### config.mk
export PLATFORM = sky130hd
export DESIGN_NAME = x_or_reduce_pipe
export DESIGN_NICKNAME = d
export VERILOG_FILES = /design/src/rtl/x_or_reduce_pipe.sv
export SDC_FILE = /design/constraint.sdc
export NUM_CORES = 1
export LEC_CHECK = 0
export ABC_CLOCK_PERIOD_IN_PS = 1310
export CORE_AREA = 2 2 41 43
export DETAILED_ROUTE_END_ITERATION = 12
export DIE_AREA = 0 0 43 45
export PLACE_DENSITY_LB_ADDON = 0.25
export SYNTH_ARGS = -nofsm -noshare
export SYNTH_HDL_FRONTEND = slang
export SYNTH_SLANG_ARGS = --single-unit
### constraint.sdc
create_clock -name CLK -period 1.31 [get_ports CLK]
set_input_delay 0.262 -clock CLK [delete_from_list [all_inputs] [get_ports CLK]]
set_output_delay 0.262 -clock CLK [all_outputs]
set_load 0.05 [all_outputs]
### src/rtl/x_or_reduce_pipe.sv
// Pipelined WIDTH-input OR reduction built from registered FANIN-input OR nodes,
// with a valid pipeline, clock enable, sticky event flag and per-bit capture.
module x_or_reduce_pipe #(
    parameter int WIDTH     = 9,
    parameter int FANIN     = 4,
    parameter bit STICKY_EN = 1'b1,
    parameter     LOC       = "UNPLACED"
) (
    input  logic             CLK,
    input  logic             RSTN,
    input  logic             CE,
    input  logic [WIDTH-1:0] I,
    input  logic             IVALID,
    input  logic             CLR,
    output logic             O,
    output logic             OVALID,
    output logic             STICKY_O,
    output logic [WIDTH-1:0] CAP
);

    function automatic int level_width(input int k);
        int n;
        n = WIDTH;
        for (int i = 32'sd0; i < k; i++) begin
            n = (n + FANIN - 32'sd1) / FANIN;
        end
        return n;
    endfunction

    function automatic int calc_latency();
        int n;
        int l;
        n = WIDTH;
        l = 32'sd0;
        // A single-bit input still gets one register stage.
        for (int i = 32'sd0; i < 32'sd16; i++) begin
            if ((l == 32'sd0) || (n > 32'sd1)) begin
                n = (n + FANIN - 32'sd1) / FANIN;
                l = l + 32'sd1;
            end
        end
        return l;
    endfunction

    localparam int LAT = calc_latency();

    for (genvar k = 1; k <= LAT; k++) begin : g_lvl
        localparam int NW   = level_width(k);
        localparam int PW   = level_width(k - 1);
        localparam int PADW = NW * FANIN;

        logic [PW-1:0]   src_s;
        logic            src_vld_s;
        logic [PADW-1:0] pad_s;
        logic [NW-1:0]   node_s;
        logic [NW-1:0]   data_r;
        logic            valid_r;

        if (k == 1) begin : g_first
            assign src_s     = I;
            assign src_vld_s = IVALID;
        end else begin : g_next
            assign src_s     = g_lvl[k-1].data_r;
            assign src_vld_s = g_lvl[k-1].valid_r;
        end

        // Inputs missing from a partial last node read as zero.
        assign pad_s = PADW'(src_s);

        // One OR node per FANIN-wide group of the previous level.
        always_comb begin
            node_s = {NW{1'b0}};
            for (int j = 32'sd0; j < NW; j++) begin
                node_s[j] = |pad_s[j*FANIN +: FANIN];
            end
        end

        // Level register: data loads regardless of valid, both freeze when CE is low.
        always_ff @(posedge CLK or negedge RSTN) begin
            if (!RSTN) begin
                data_r  <= {NW{1'b0}};
                valid_r <= 1'b0;
            end else if (CE) begin
                data_r  <= node_s;
                valid_r <= src_vld_s;
            end
        end
    end

    assign O      = g_lvl[LAT].data_r[0];
    assign OVALID = g_lvl[LAT].valid_r;

    if (STICKY_EN) begin : g_sticky
        logic             sticky_r;
        logic [WIDTH-1:0] cap_r;

        // Sticky flag: a new valid O=1 event wins over a simultaneous clear.
        always_ff @(posedge CLK or negedge RSTN) begin
            if (!RSTN) begin
                sticky_r <= 1'b0;
            end else if (CE && OVALID && O) begin
                sticky_r <= 1'b1;
            end else if (CLR) begin
                sticky_r <= 1'b0;
            end
        end

        // Capture: on clear-with-accumulate only the new sample's bits survive.
        always_ff @(posedge CLK or negedge RSTN) begin
            if (!RSTN) begin
                cap_r <= {WIDTH{1'b0}};
            end else if (CE && IVALID) begin
                cap_r <= CLR ? I : (cap_r | I);
            end else if (CLR) begin
                cap_r <= {WIDTH{1'b0}};
            end
        end

        assign STICKY_O = sticky_r;
        assign CAP      = cap_r;
    end else begin : g_no_sticky
        assign STICKY_O = 1'b0;
        assign CAP      = {WIDTH{1'b0}};
    end

endmodule

---- Yosys cells after proc, flatten, opt, wreduce, memory -nomap -nowiden ----
Index checks and enable logic that the tools add are counted.
cells by class
  add/sub/neg operators ................... 0
  multipliers ............................. 0
  div/mod/pow operators ................... 0
  $lt $le $gt $ge ......................... 0
  equality and inequality tests ........... 0
  shift-type cells ........................ 0
  muxes and demuxes ....................... 5
  bitwise logic cells ..................... 1
  reduce and logical (&&, ||, !) cells .... 8
operator list
  kind                count
  9-bit 2-to-1 mux    3
  9-bit bitwise OR    1
  4-bit OR reduction  2
  2-bit nonzero test  2
  1-bit logical AND   3
  3-bit OR reduction  1
  1-bit 2-to-1 mux    2
storage, ports and cells
  bits in registers ....................... 16
  bits in latches ......................... 0
  memory bits (writable) .................. 0
  memory bits (read-only) ................. 0
  input port bits ......................... 14
  output and inout port bits .............. 12
  logic and storage cells ................. 20
  memories ................................ 0

---- Depth between registers and ports, before layout ----
Gate-level depths: netlist of run 1.
  depth in word-level cells ............... 3
  depth in mapped cells ................... 3
  mapped depth without buffers ............ 2

---- Worst setup path after synthesis of run 1 ----
No wires, ideal clock.
  path type ............................... flip-flop to flip-flop
  start point ............................. reg OVALID (netlist name)
  end point ............................... reg g_lvl[2].valid_r (netlist: OVALID)
  setup time .............................. 0.125 ns
  arrival time ............................ 0.875 ns
  required time ........................... 1.185 ns
  setup slack ............................. 0.310 ns
  stages on the path, launching flop included .. 2
  path buffers ............................ 0
  period minus slack after synthesis ...... 1.000 ns
  cells stage by stage .................... dfrtp_1 -> mux2_2
RTL lines
  item                    RTL line  RTL
  end signal: assignment  85        valid_r <= src_vld_s;
  end: declaration        57        logic valid_r;

---- Worst setup path in the final report of run 1 ----
  start point ............................. reg g_lvl[2].valid_r (netlist: OVALID)
  end point ............................... out OVALID
RTL lines
  item              RTL line  RTL
  end: declaration  16        output logic OVALID,
No word-level cell between the ends.

==> flow_summary.rst, run 1 <==
.. list-table::
   :header-rows: 1

   * - Metric
     - Value
   * - Data required time at the worst endpoint
     - between 1 and 1.5 ns
   * - CP startpoint kind
     - flop
   * - Non-filler cells in the finished layout
     - 86
   * - Die height
     - around 45 um
   * - First-pass iteration count of the detailed router
     - 4
   * - Vias in the first global route
     - around 500
   * - Total congestion overflow
     - 0
   * - Clock tree from TritonCTS
     - built
   * - Total count of hold-check failures in the final report
     - 0
   * - Path category of the worst min-delay check
     - in -> async
   * - Initial drt markers
     - 10
   * - Number of synthesized register bits
     - 16
   * - Core Box Area
     - 1470 um^2
   * - Cell count after synthesis
     - 42
   * - Average via count per standard cell
     - between 5 and 6
   * - Placer congestion estimate
     - ~0.7
   * - Largest net degree at the start of global routing
     - 17
   * - Number of port buffers
     - 25
   * - Remaining routing DRC violations
     - 0
   * - I/O pin total
     - 26
   * - Total count of max-transition violations in the final report
     - 0
   * - Power consumption
     - around 0.0012 W
   * - Longest Clk Path Bufs
     - 2
   * - Total via count after detailed routing
     - about 480
   * - Post-Route Utilization
     - 0.685
   * - Yosys Warn Count
     - 0
   * - Post-cts resize count
     - 0
   * - Total Routed Length
     - roughly 1300 um
   * - Antenna violations before repair
     - 0
   * - Worst relative slew slack
     - 0.820
   * - HPWL Detailed
     - 1000 um
   * - Setup repair after global routing missed its margin
     - false
   * - Cell taking the most area after synthesis
     - sky130_fd_sc_hd__dfrtp_1
   * - Clk_lat worst skew
     - approximately 0.27 ns
   * - Buffers inserted by post-CTS timing repair
     - 0
   * - Largest stage delay, worst path
     - approximately 0.43 ns
   * - Least-Margin Pin Slew
     - ~0.27 ns
   * - Top FF cell, synth
     - sky130_fd_sc_hd__dfrtp_1
   * - Max-capacitance violation count
     - 0
   * - Die Outline Area
     - roughly 1900 um^2
   * - Share of cells above drive strength 1
     - 0.314
   * - Area growth syn-to-layout
     - 67.4%
   * - Detailed-route wire length per cell
     - about 15 um
   * - Element type at the critical path end
     - output port
   * - Clock Sinks
     - 16
   * - Final net count
     - 86
   * - Post-route ant nets
     - 0
   * - Cells along the critical path
     - buf_12
   * - Gate family responsible for the most delay along the worst path
     - flip-flops
   * - Largest fanout on the critical path
     - 3
   * - Starting density of the core
     - 0.409
   * - Share of Yosys cell area claimed by the top area cell type
     - 0.665
   * - Most common cell in the synthesized netlist
     - sky130_fd_sc_hd__dfrtp_1
   * - Pwr Density
     - approximately 1200 nW/um^2
   * - Worst IR drop on VDD
     - 0.727 mV
   * - Worst path slowest cell
     - sky130_fd_sc_hd__dfrtp_1
   * - Synth area leaders
     - sky130_fd_sc_hd__dfrtp_1 (67%), sky130_fd_sc_hd__a22o_1 (13%), sky130_fd_sc_hd__mux2_2 (5.6%)
   * - Skew final
     - between 0.006 and 0.007 ns
   * - Clock buffer count from CTS
     - 3
   * - Final Cycle Share
     - 0.864
   * - CTS hold repair buffers
     - 0
   * - Cell total after placement
     - a little over 80
   * - Filler Cells Inserted
     - 111
   * - Number of flops mapped to enable cells by yosys
     - 0
   * - Fraction of the yosys area taken by sequential cells
     - 0.665
   * - Total standard cell area after synthesis
     - between 600 and 700 um^2
   * - Status
     - completed
   * - Htree depth
     - 1
   * - Clock transition at the register clock pins on the worst setup and hold paths after CTS
     - approximately 0.090 ns
   * - Horizontal extent of the die
     - approximately 43 um
   * - Async S/R FF share, synth
     - 1.00
   * - Max Freq
     - about 0.88 GHz
   * - Clock tree root driver cell
     - sky130_fd_sc_hd__clkbuf_4
   * - Synth top cells by count
     - sky130_fd_sc_hd__dfrtp_1 (16), sky130_fd_sc_hd__a22o_1 (9), sky130_fd_sc_hd__a21oi_1 (3), sky130_fd_sc_hd__mux2_2 (3), sky130_fd_sc_hd__nor2_1 (3)
   * - Antenna cells
     - 0
   * - Kind of critical path
     - reg -> out
   * - Final setup violation count
     - 0
   * - Global-route wire length before repair
     - 2140 um
   * - Arrival time of data at the critical path endpoint
     - a little under 0.9 ns
   * - Global-route usage over all layers
     - 0.153
   * - Final min period
     - ~1.1 ns
   * - Sum of buffers and inverters on the critical path
     - 1
   * - Count of different cell masters after synthesis
     - 11
   * - Net count after synthesis
     - 56
   * - Leakage power figure
     - roughly 0.44 nW
   * - Std cell rows
     - 14
   * - Synthesized area per cell
     - between 10 and 15 um^2
[stage by stage]
step	cell area, um^2	TNS [ns]	hold slack, ns	worst slack, ns
3_3_place_gp	985	0	0.485	0.00549
5_1_grt	1010	0	0.312	0.143
6_report	1010	0	0.300	0.178
4_1_cts	1010	0	0.301	0.163
2_1_floorplan	602	0	-0.0336	0.310
3_5_place_dp	985	-0.136	0.496	-0.0239
[final cells by class]
class / instances / area, um^2 / area share
clock buffer: 3 / 22.5 / 0.0224
inverter: 1 / 3.75 / 0.00373
multi-input combinational: 23 / 175 / 0.174
sequential: 16 / 400 / 0.398
tap: 16 / 20.0 / 0.0199
timing repair buffer: 27 / 385 / 0.383
[cells by family (layout without fill, tap and decap cells)]
group | count (synthesis) | after routing | synth area share
mux | 3 | 3 | 0.0561
compound gates | 13 | 13 | 0.173
simple gates | 7 | 7 | 0.0624
buf+inv | 3 | 31 | 0.0437
flops | 16 | 16 | 0.665
[registers in the layout, indices dropped and copies added (netlist names)]
| register | count |
|---|---|
| O | 1 |
| STICKY_O | 1 |
| OVALID | 1 |
| CAP | 9 |
| g_lvl.data_r | 3 |
| g_lvl.valid_r | 1 |
[power breakdown]
part | leakage, nW | switching (W) | internal [W]
Sequential | 0.192 | 0.0000405 | 0.000533
Combinational | 0.234 | 0.000168 | 0.000187
Clock | 0.0138 | 0.000134 | 0.000106
[worst paths after layout]
check / endpoint / cells after the start / startpoint / slack, ns
worst max-delay path: OVALID / 1 / OVALID / 0.18
worst min-delay path: CAP[5] / 2 / RSTN / 0.30
worst max register to register: STICKY_O / 1 / O / 0.50
worst min register to register: g_lvl[1].valid_r / 1 / g_lvl[1].valid_r / 0.51
max in group asynchronous: g_lvl[1].data_r[0] / 2 / RSTN / 0.83
min in group CLK: g_lvl[1].valid_r / 1 / g_lvl[1].valid_r / 0.51
[cells in the final DEF, fill, tap and decap left out, drive strengths merged]
cell type,n
inv,1
a22o,9
nor3,1
nor4,2
a32o,1
dfrtp,16
and2,1
buf,14
a21oi,3
clkbuf,3
mux2,3
nor2,3
clkdlybuf4s50,13
[layer usage]
layer | GRT usage | part of all wire
met1 | 0.178 | 0.43
met2 | 0.267 | 0.49
met3 | 0.0280 | 0.067
met4 | 0.0909 | 0.010
met5 | 0 | 0
No activity file was read; power rests on OpenSTA's default activity.
==> inputs of run 2 (changes only) <==
--- a/config.mk
+++ b/config.mk
@@ -6,9 +6,9 @@
 export NUM_CORES = 1
 export LEC_CHECK = 0
 export ABC_CLOCK_PERIOD_IN_PS = 1310
-export CORE_AREA = 2 2 41 43
+export CORE_AREA = 5 5 44 46
 export DETAILED_ROUTE_END_ITERATION = 12
-export DIE_AREA = 0 0 43 45
+export DIE_AREA = 0 0 49 51
 export PLACE_DENSITY_LB_ADDON = 0.25
 export SYNTH_ARGS = -nofsm -noshare
 export SYNTH_HDL_FRONTEND = slang
==> run 2 against run 1 <==
Effect of this change: register-to-register slack barely moved; first-iteration DRC count rose by 30%; fmax fell by 2.8%; core utilization up 1.4 points; routed wire length rose by 4.1%; combinational power hardly changed; critical path depth stayed put; clock skew is 0.0055 ns lower; largest power group unchanged.
==> flow_summary.rst, run 2 (synthesized netlist as in run 1, its figures left out) <==
.. list-table::
   :header-rows: 1

   * - Metric
     - Value
   * - Status
     - completed (unchanged)
   * - HPWL Detailed
     - 1050 um (was 1000 um)
   * - Portion of total power attributed to combinational logic
     - 0.285 (was 0.304)
   * - Power consumption
     - 0.00126 W (was 0.00117 W)
   * - Internal power
     - 0.000891 W (was 0.000827 W)
   * - Pwr Density
     - 1220 nW/um^2 (was 1160 nW/um^2)
   * - Clock tree from TritonCTS
     - built (unchanged)
   * - Die height
     - 51 um (was 45 um)
   * - Htree depth
     - 1 (unchanged)
   * - Starting density of the core
     - 0.409 (unchanged)
   * - Initial drt markers
     - 13 (was 10)
   * - Vias in the first global route
     - 499 (was 486)
   * - Skew final
     - 0.000557 ns (was 0.00609 ns)
   * - FF-to-FF setup slack
     - 0.49 ns (was 0.50 ns)
   * - CP startpoint kind
     - flop (unchanged)
   * - Path category of the worst min-delay check
     - in -> async (unchanged)
   * - Worst path slowest cell
     - sky130_fd_sc_hd__dfrtp_1 (unchanged)
   * - Depth of the critical timing path with buffers and inverters included
     - 1 (unchanged)
   * - Clock Sinks
     - 16 (unchanged)
   * - Detailed-route wire length per cell
     - 15.4 um (was 15.2 um)
   * - I/O pin total
     - 26 (unchanged)
   * - Buffers inserted by post-CTS timing repair
     - 0 (unchanged)
   * - Largest stage delay, worst path
     - 0.44 ns (was 0.43 ns)
   * - Max-capacitance violation count
     - 0 (unchanged)
   * - Std cell rows
     - 14 (unchanged)
   * - Total congestion overflow
     - 0 (unchanged)
   * - Switching part of the total
     - 0.292 (about the same)
   * - Area growth syn-to-layout
     - 70.9% (was 67.4%)
   * - Max Freq
     - 0.859 GHz (was 0.884 GHz)
   * - Final Cycle Share
     - 0.889 (was 0.864)
   * - Final setup violation count
     - 0 (unchanged)
   * - Final net count
     - 87 (was 86)
   * - Number of flip-flops under the largest register name
     - 9 (unchanged)
   * - Most common cell after layout, fill and taps aside
     - sky130_fd_sc_hd__dfrtp_1 (unchanged)
   * - Total via count after detailed routing
     - 459 (was 475)
   * - Post-route ant nets
     - 0 (unchanged)
   * - Post-cts resize count
     - 0 (unchanged)
   * - Clock tree root driver cell
     - sky130_fd_sc_hd__clkbuf_4 (unchanged)
   * - Cells along the critical path
     - buf_12 (unchanged)
   * - Total count of max-transition violations in the final report
     - 0 (unchanged)
   * - Total negative slack
     - 0 ns (unchanged)
   * - Data required time at the worst endpoint
     - 1.05 ns (about the same)
   * - Switching power
     - 0.000367 W (was 0.000342 W)
   * - Least-Margin Pin Slew
     - 0.276 ns (was 0.268 ns)
   * - Worst-case reg-to-reg path depth
     - 1 (unchanged)
   * - Average via count per standard cell
     - 5.22 (was 5.52)
   * - Gate family responsible for the most delay along the worst path
     - flip-flops (unchanged)
   * - Part of the total power dissipated in sequential elements
     - 0.456 (was 0.491)
   * - Arrival time of data at the critical path endpoint
     - 0.90 ns (was 0.87 ns)
   * - Global-route usage over all layers
     - 0.121 (was 0.153)
   * - Placer congestion estimate
     - 0.715 (was 0.699)
   * - Crit. Startpoint
     - OVALID (unchanged)
   * - Fraction of power consumed by the clock network
     - 0.260 (was 0.205)
   * - Remaining routing DRC violations
     - 0 (unchanged)
   * - Worst relative slew slack
     - 0.814 (was 0.820)
   * - Kind of critical path
     - reg -> out (unchanged)
   * - Longest Clk Path Bufs
     - 2 (unchanged)
   * - Final hold slack
     - 0.282 ns (was 0.300 ns)
   * - Element type at the critical path end
     - output port (unchanged)
   * - Final min period
     - 1.16 ns (was 1.13 ns)
   * - Critical register-to-register path endpoint
     - OVALID (was STICKY_O)
   * - Total Routed Length
     - 1360 um (was 1300 um)
   * - Core Box Area
     - 1470 um^2 (unchanged)
   * - Largest fanout on the critical path
     - 3 (unchanged)
   * - Clock buffer count from CTS
     - 3 (unchanged)
   * - CTS hold repair buffers
     - 0 (unchanged)
   * - First-pass iteration count of the detailed router
     - 4 (unchanged)
   * - Largest net degree at the start of global routing
     - 17 (unchanged)
   * - Clock transition at the register clock pins on the worst setup and hold paths after CTS
     - 0.09 ns (about the same)
   * - Endpoint of the most critical setup path
     - OVALID (unchanged)
   * - Antenna cells
     - 0 (unchanged)
   * - Antenna violations before repair
     - 0 (unchanged)
   * - Share of cells above drive strength 1
     - 0.333 (was 0.314)
   * - Total count of hold-check failures in the final report
     - 0 (unchanged)
   * - Die Outline Area
     - 2500 um^2 (was 1940 um^2)
   * - Highest-count cells in the layout ignoring fill and taps
     - sky130_fd_sc_hd__dfrtp_1 (16), sky130_fd_sc_hd__clkdlybuf4s50_1 (13), sky130_fd_sc_hd__buf_12 (12) (unchanged)
   * - Global-route wire length before repair
     - 2300 um (was 2140 um)
   * - Clk_lat worst skew
     - 0.29 ns (was 0.27 ns)
   * - Leakage power figure
     - 0.452 nW (was 0.440 nW)
   * - Worst R2R Start
     - OVALID (was O)
   * - Horizontal extent of the die
     - 49 um (was 43 um)
   * - Setup repair after global routing missed its margin
     - false (unchanged)
   * - Sum of buffers and inverters on the critical path
     - 1 (unchanged)
   * - Number of port buffers
     - 25 (unchanged)
   * - Worst IR drop on VDD
     - 0.787 mV (was 0.727 mV)
## run 2: cell types whose count changed in the layout (fill, tap and decap cells not counted), sizes merged
cell	before	now
clkbuf	3	4
buf	14	15
## run 2: per-layer routing
layer	up-vias	wire (um)	GRT usage
met3	2	135	0.0465
li1	220	-	-
met1	214	567	0.140
met4	0	7	0.0807
met2	23	647	0.187
met5	-	0	0
## run 2: power groups by stage
stage,combinational [W],clock [W],sequential (W)
2_1_floorplan,0.0000556,0,0.000672
3_3_place_gp,0.000357,0,0.000581
3_5_place_dp,0.000361,0,0.000584
4_1_cts,0.000362,0.000333,0.000574
5_1_grt,0.000375,0.000365,0.000578
6_report,0.000358,0.000327,0.000574
## run 2: final cells by class
cell class                      instances  area, um^2
Fill cell                              94         443
Tap cell                               16        20.0
Clock buffer                            4        36.3
Sequential cell                        16         400
Multi-Input combinational cell         23         175
Inverter                                1        3.75
Timing Repair Buffer                   28         393
## run 2: how the worst min path moves through the flow
stage                        from                  to  slack (ns)
2_1_floorplan                RSTN              CAP[0]       -0.03
3_3_place_gp     g_lvl[1].valid_r    g_lvl[1].valid_r        0.48
3_5_place_dp   g_lvl[1].data_r[2]  g_lvl[1].data_r[2]        0.50
4_1_cts                      RSTN              CAP[4]        0.29
5_1_grt                      RSTN              CAP[7]        0.29
6_report                     RSTN              CAP[7]        0.28
## run 2: through the flow
stage,util,cell area (um^2),std cells,setup slack [ns]
2_1_floorplan,-,602,42,0.310
6_report,0.699,1030,88,0.146
3_3_place_gp,0.674,992,84,-0.0534
5_1_grt,0.699,1030,88,0.113
3_5_place_dp,0.674,992,84,-0.0622
4_1_cts,0.699,1030,88,0.143
==> inputs of run 3 (changes only) <==
--- a/config.mk
+++ b/config.mk
@@ -6,10 +6,11 @@
 export NUM_CORES = 1
 export LEC_CHECK = 0
 export ABC_CLOCK_PERIOD_IN_PS = 1310
-export CORE_AREA = 5 5 44 46
+export CORE_AREA = 4 4 43 45
 export DETAILED_ROUTE_END_ITERATION = 12
-export DIE_AREA = 0 0 49 51
+export DIE_AREA = 0 0 47 49
 export PLACE_DENSITY_LB_ADDON = 0.25
+export SLEW_MARGIN = 30
 export SYNTH_ARGS = -nofsm -noshare
 export SYNTH_HDL_FRONTEND = slang
 export SYNTH_SLANG_ARGS = --single-unit
==> run 3 against run 2 <==
Effect of this change: non-clock buffer count did not move; sequential share of layout area did not move; critical path depth did not move; critical path type unchanged.
==> flow_summary.rst, run 3 (synthesized netlist as in run 1, its figures left out) <==
.. list-table::
   :header-rows: 1

   * - Metric
     - Value
   * - Status
     - completed (unchanged)
   * - GR Util met2
     - 0.208 (was 0.187)
   * - Total count of max-transition violations in the final report
     - 0 (unchanged)
   * - Buffers inserted by post-CTS timing repair
     - 0 (unchanged)
   * - Std cell rows
     - 14 (unchanged)
   * - Setup repair after global routing missed its margin
     - false (unchanged)
   * - Clock tree root driver cell
     - sky130_fd_sc_hd__clkbuf_4 (unchanged)
   * - Clk_lat worst skew
     - 0.28 ns (was 0.29 ns)
   * - Starting density of the core
     - 0.409 (unchanged)
   * - Antenna cells
     - 0 (unchanged)
   * - Clock Sinks
     - 16 (unchanged)
   * - Remaining routing DRC violations
     - 0 (unchanged)
   * - Largest fanout on the critical path
     - 3 (unchanged)
   * - Total count of hold-check failures in the final report
     - 0 (unchanged)
   * - Die Outline Area
     - 2300 um^2 (was 2500 um^2)
   * - Clock tree from TritonCTS
     - built (unchanged)
   * - Share of cells above drive strength 1
     - 0.333 (unchanged)
   * - Largest net degree at the start of global routing
     - 17 (unchanged)
   * - Met1 GRT Util
     - 0.189 (was 0.140)
   * - Total via count after detailed routing
     - 448 (was 459)
   * - Total congestion overflow
     - 0 (unchanged)
   * - Arrival time of data at the critical path endpoint
     - 0.88 ns (was 0.90 ns)
   * - GR Util met3
     - 0.0517 (was 0.0465)
   * - Clock transition at the register clock pins on the worst setup and hold paths after CTS
     - 0.10 ns (was 0.09 ns)
   * - CP startpoint kind
     - flop (unchanged)
   * - Top Usage Layer GRT
     - met2 (unchanged)
   * - Most common cell after layout, fill and taps aside
     - sky130_fd_sc_hd__dfrtp_1 (unchanged)
   * - Pwr Density
     - 1220 nW/um^2 (about the same)
   * - Global-route usage over all layers
     - 0.143 (was 0.121)
   * - Global-route wire length before repair
     - 2360 um (was 2300 um)
   * - CTS hold repair buffers
     - 0 (unchanged)
   * - Number of flip-flops under the largest register name
     - 9 (unchanged)
   * - Final hold slack
     - 0.288 ns (was 0.282 ns)
   * - Gate family responsible for the most delay along the worst path
     - flip-flops (unchanged)
   * - Antenna violations before repair
     - 0 (unchanged)
   * - Skew final
     - 0.00279 ns (was 0.000557 ns)
   * - Worst relative slew slack
     - 0.832 (was 0.814)
   * - Placer congestion estimate
     - 0.718 (was 0.715)
   * - I/O pin total
     - 26 (unchanged)
   * - Highest-count cells in the layout ignoring fill and taps
     - sky130_fd_sc_hd__dfrtp_1 (16), sky130_fd_sc_hd__clkdlybuf4s50_1 (13), sky130_fd_sc_hd__buf_12 (12) (unchanged)
   * - Horizontal extent of the die
     - 47 um (was 49 um)
   * - Post-route ant nets
     - 0 (unchanged)
   * - HPWL Detailed
     - 1060 um (was 1050 um)
   * - Max-capacitance violation count
     - 0 (unchanged)
   * - Least-Margin Pin Slew
     - 0.250 ns (was 0.276 ns)
   * - Final net count
     - 87 (unchanged)
   * - Leakage power figure
     - 0.452 nW (unchanged)
   * - Final setup violation count
     - 0 (unchanged)
   * - Htree depth
     - 1 (unchanged)
   * - Max Freq
     - 0.874 GHz (was 0.859 GHz)
   * - Power consumption
     - 0.00126 W (about the same)
   * - Number of port buffers
     - 25 (unchanged)
   * - Data required time at the worst endpoint
     - 1.05 ns (about the same)
   * - Total Routed Length
     - 1390 um (was 1360 um)
   * - Worst path slowest cell
     - sky130_fd_sc_hd__dfrtp_1 (unchanged)
   * - Area growth syn-to-layout
     - 70.9% (unchanged)
   * - Core Box Area
     - 1470 um^2 (unchanged)
   * - Path category of the worst min-delay check
     - in -> async (unchanged)
   * - Initial drt markers
     - 14 (was 13)
   * - Final Cycle Share
     - 0.874 (was 0.889)
   * - Post-cts resize count
     - 0 (unchanged)
   * - Vias in the first global route
     - 485 (was 499)
   * - Cells along the critical path
     - buf_12 (unchanged)
   * - First-pass iteration count of the detailed router
     - 3 (was 4)
   * - Detailed-route wire length per cell
     - 15.8 um (was 15.4 um)
   * - Die height
     - 49 um (was 51 um)
   * - Element type at the critical path end
     - output port (unchanged)
   * - Largest stage delay, worst path
     - 0.43 ns (was 0.44 ns)
   * - Clock buffer count from CTS
     - 3 (unchanged)
   * - Sum of buffers and inverters on the critical path
     - 1 (unchanged)
   * - Average via count per standard cell
     - 5.09 (was 5.22)
   * - Kind of critical path
     - reg -> out (unchanged)
   * - Final min period
     - 1.14 ns (was 1.16 ns)
   * - Longest Clk Path Bufs
     - 2 (unchanged)
   * - Worst IR drop on VDD
     - 0.644 mV (was 0.787 mV)
[run 3: cell counts in the layout (fill, tap and decap cells not counted)]
Identical to the previous run, type by type.
[run 3: per-stage QoR]
| step | worst slack (ns) | cells | setup TNS (ns) | utilization | cell area [um^2] |
|---|---|---|---|---|---|
| 6_report | 0.165 | 88 | 0 | 0.699 | 1030 |
| 5_1_grt | 0.119 | 88 | 0 | 0.699 | 1030 |
| 4_1_cts | 0.147 | 88 | 0 | 0.699 | 1030 |
| 3_5_place_dp | -0.0393 | 84 | -0.295 | 0.674 | 992 |
| 3_3_place_gp | -0.0202 | 84 | -0.166 | 0.674 | 992 |
| 2_1_floorplan | 0.310 | 42 | 0 | - | 602 |
[run 3: per-layer routing]
layer | share of wire | routed length, um
met1 | 0.41 | 568
met2 | 0.48 | 669
met3 | 0.094 | 130
met4 | 0.014 | 20
met5 | 0 | 0
[run 3: area by class of cell]
type | count | area [um^2]
Clock buffer | 4 | 36.3
Inverter | 1 | 3.75
Fill cell | 106 | 443
Tap cell | 16 | 20.0
Sequential cell | 16 | 400
Multi-Input combinational cell | 23 | 175
Timing Repair Buffer | 28 | 393
[run 3: power breakdown]
part / internal (W) / switching [W]
Sequential: 0.000533 / 0.0000395
Clock: 0.000169 / 0.000158
Combinational: 0.000189 / 0.000169
[run 3: final timing paths]
kind                                   from                to  cells past startpoint  slack [ns]
max                                       O                 O                      1        0.17
min                                    RSTN            CAP[3]                      2        0.29
max reg2reg                               O          STICKY_O                      1        0.50
min reg2reg                g_lvl[1].valid_r  g_lvl[1].valid_r                      1        0.52
max in group asynchronous              RSTN          STICKY_O                      2        0.84
min in group CLK           g_lvl[1].valid_r  g_lvl[1].valid_r                      1        0.52
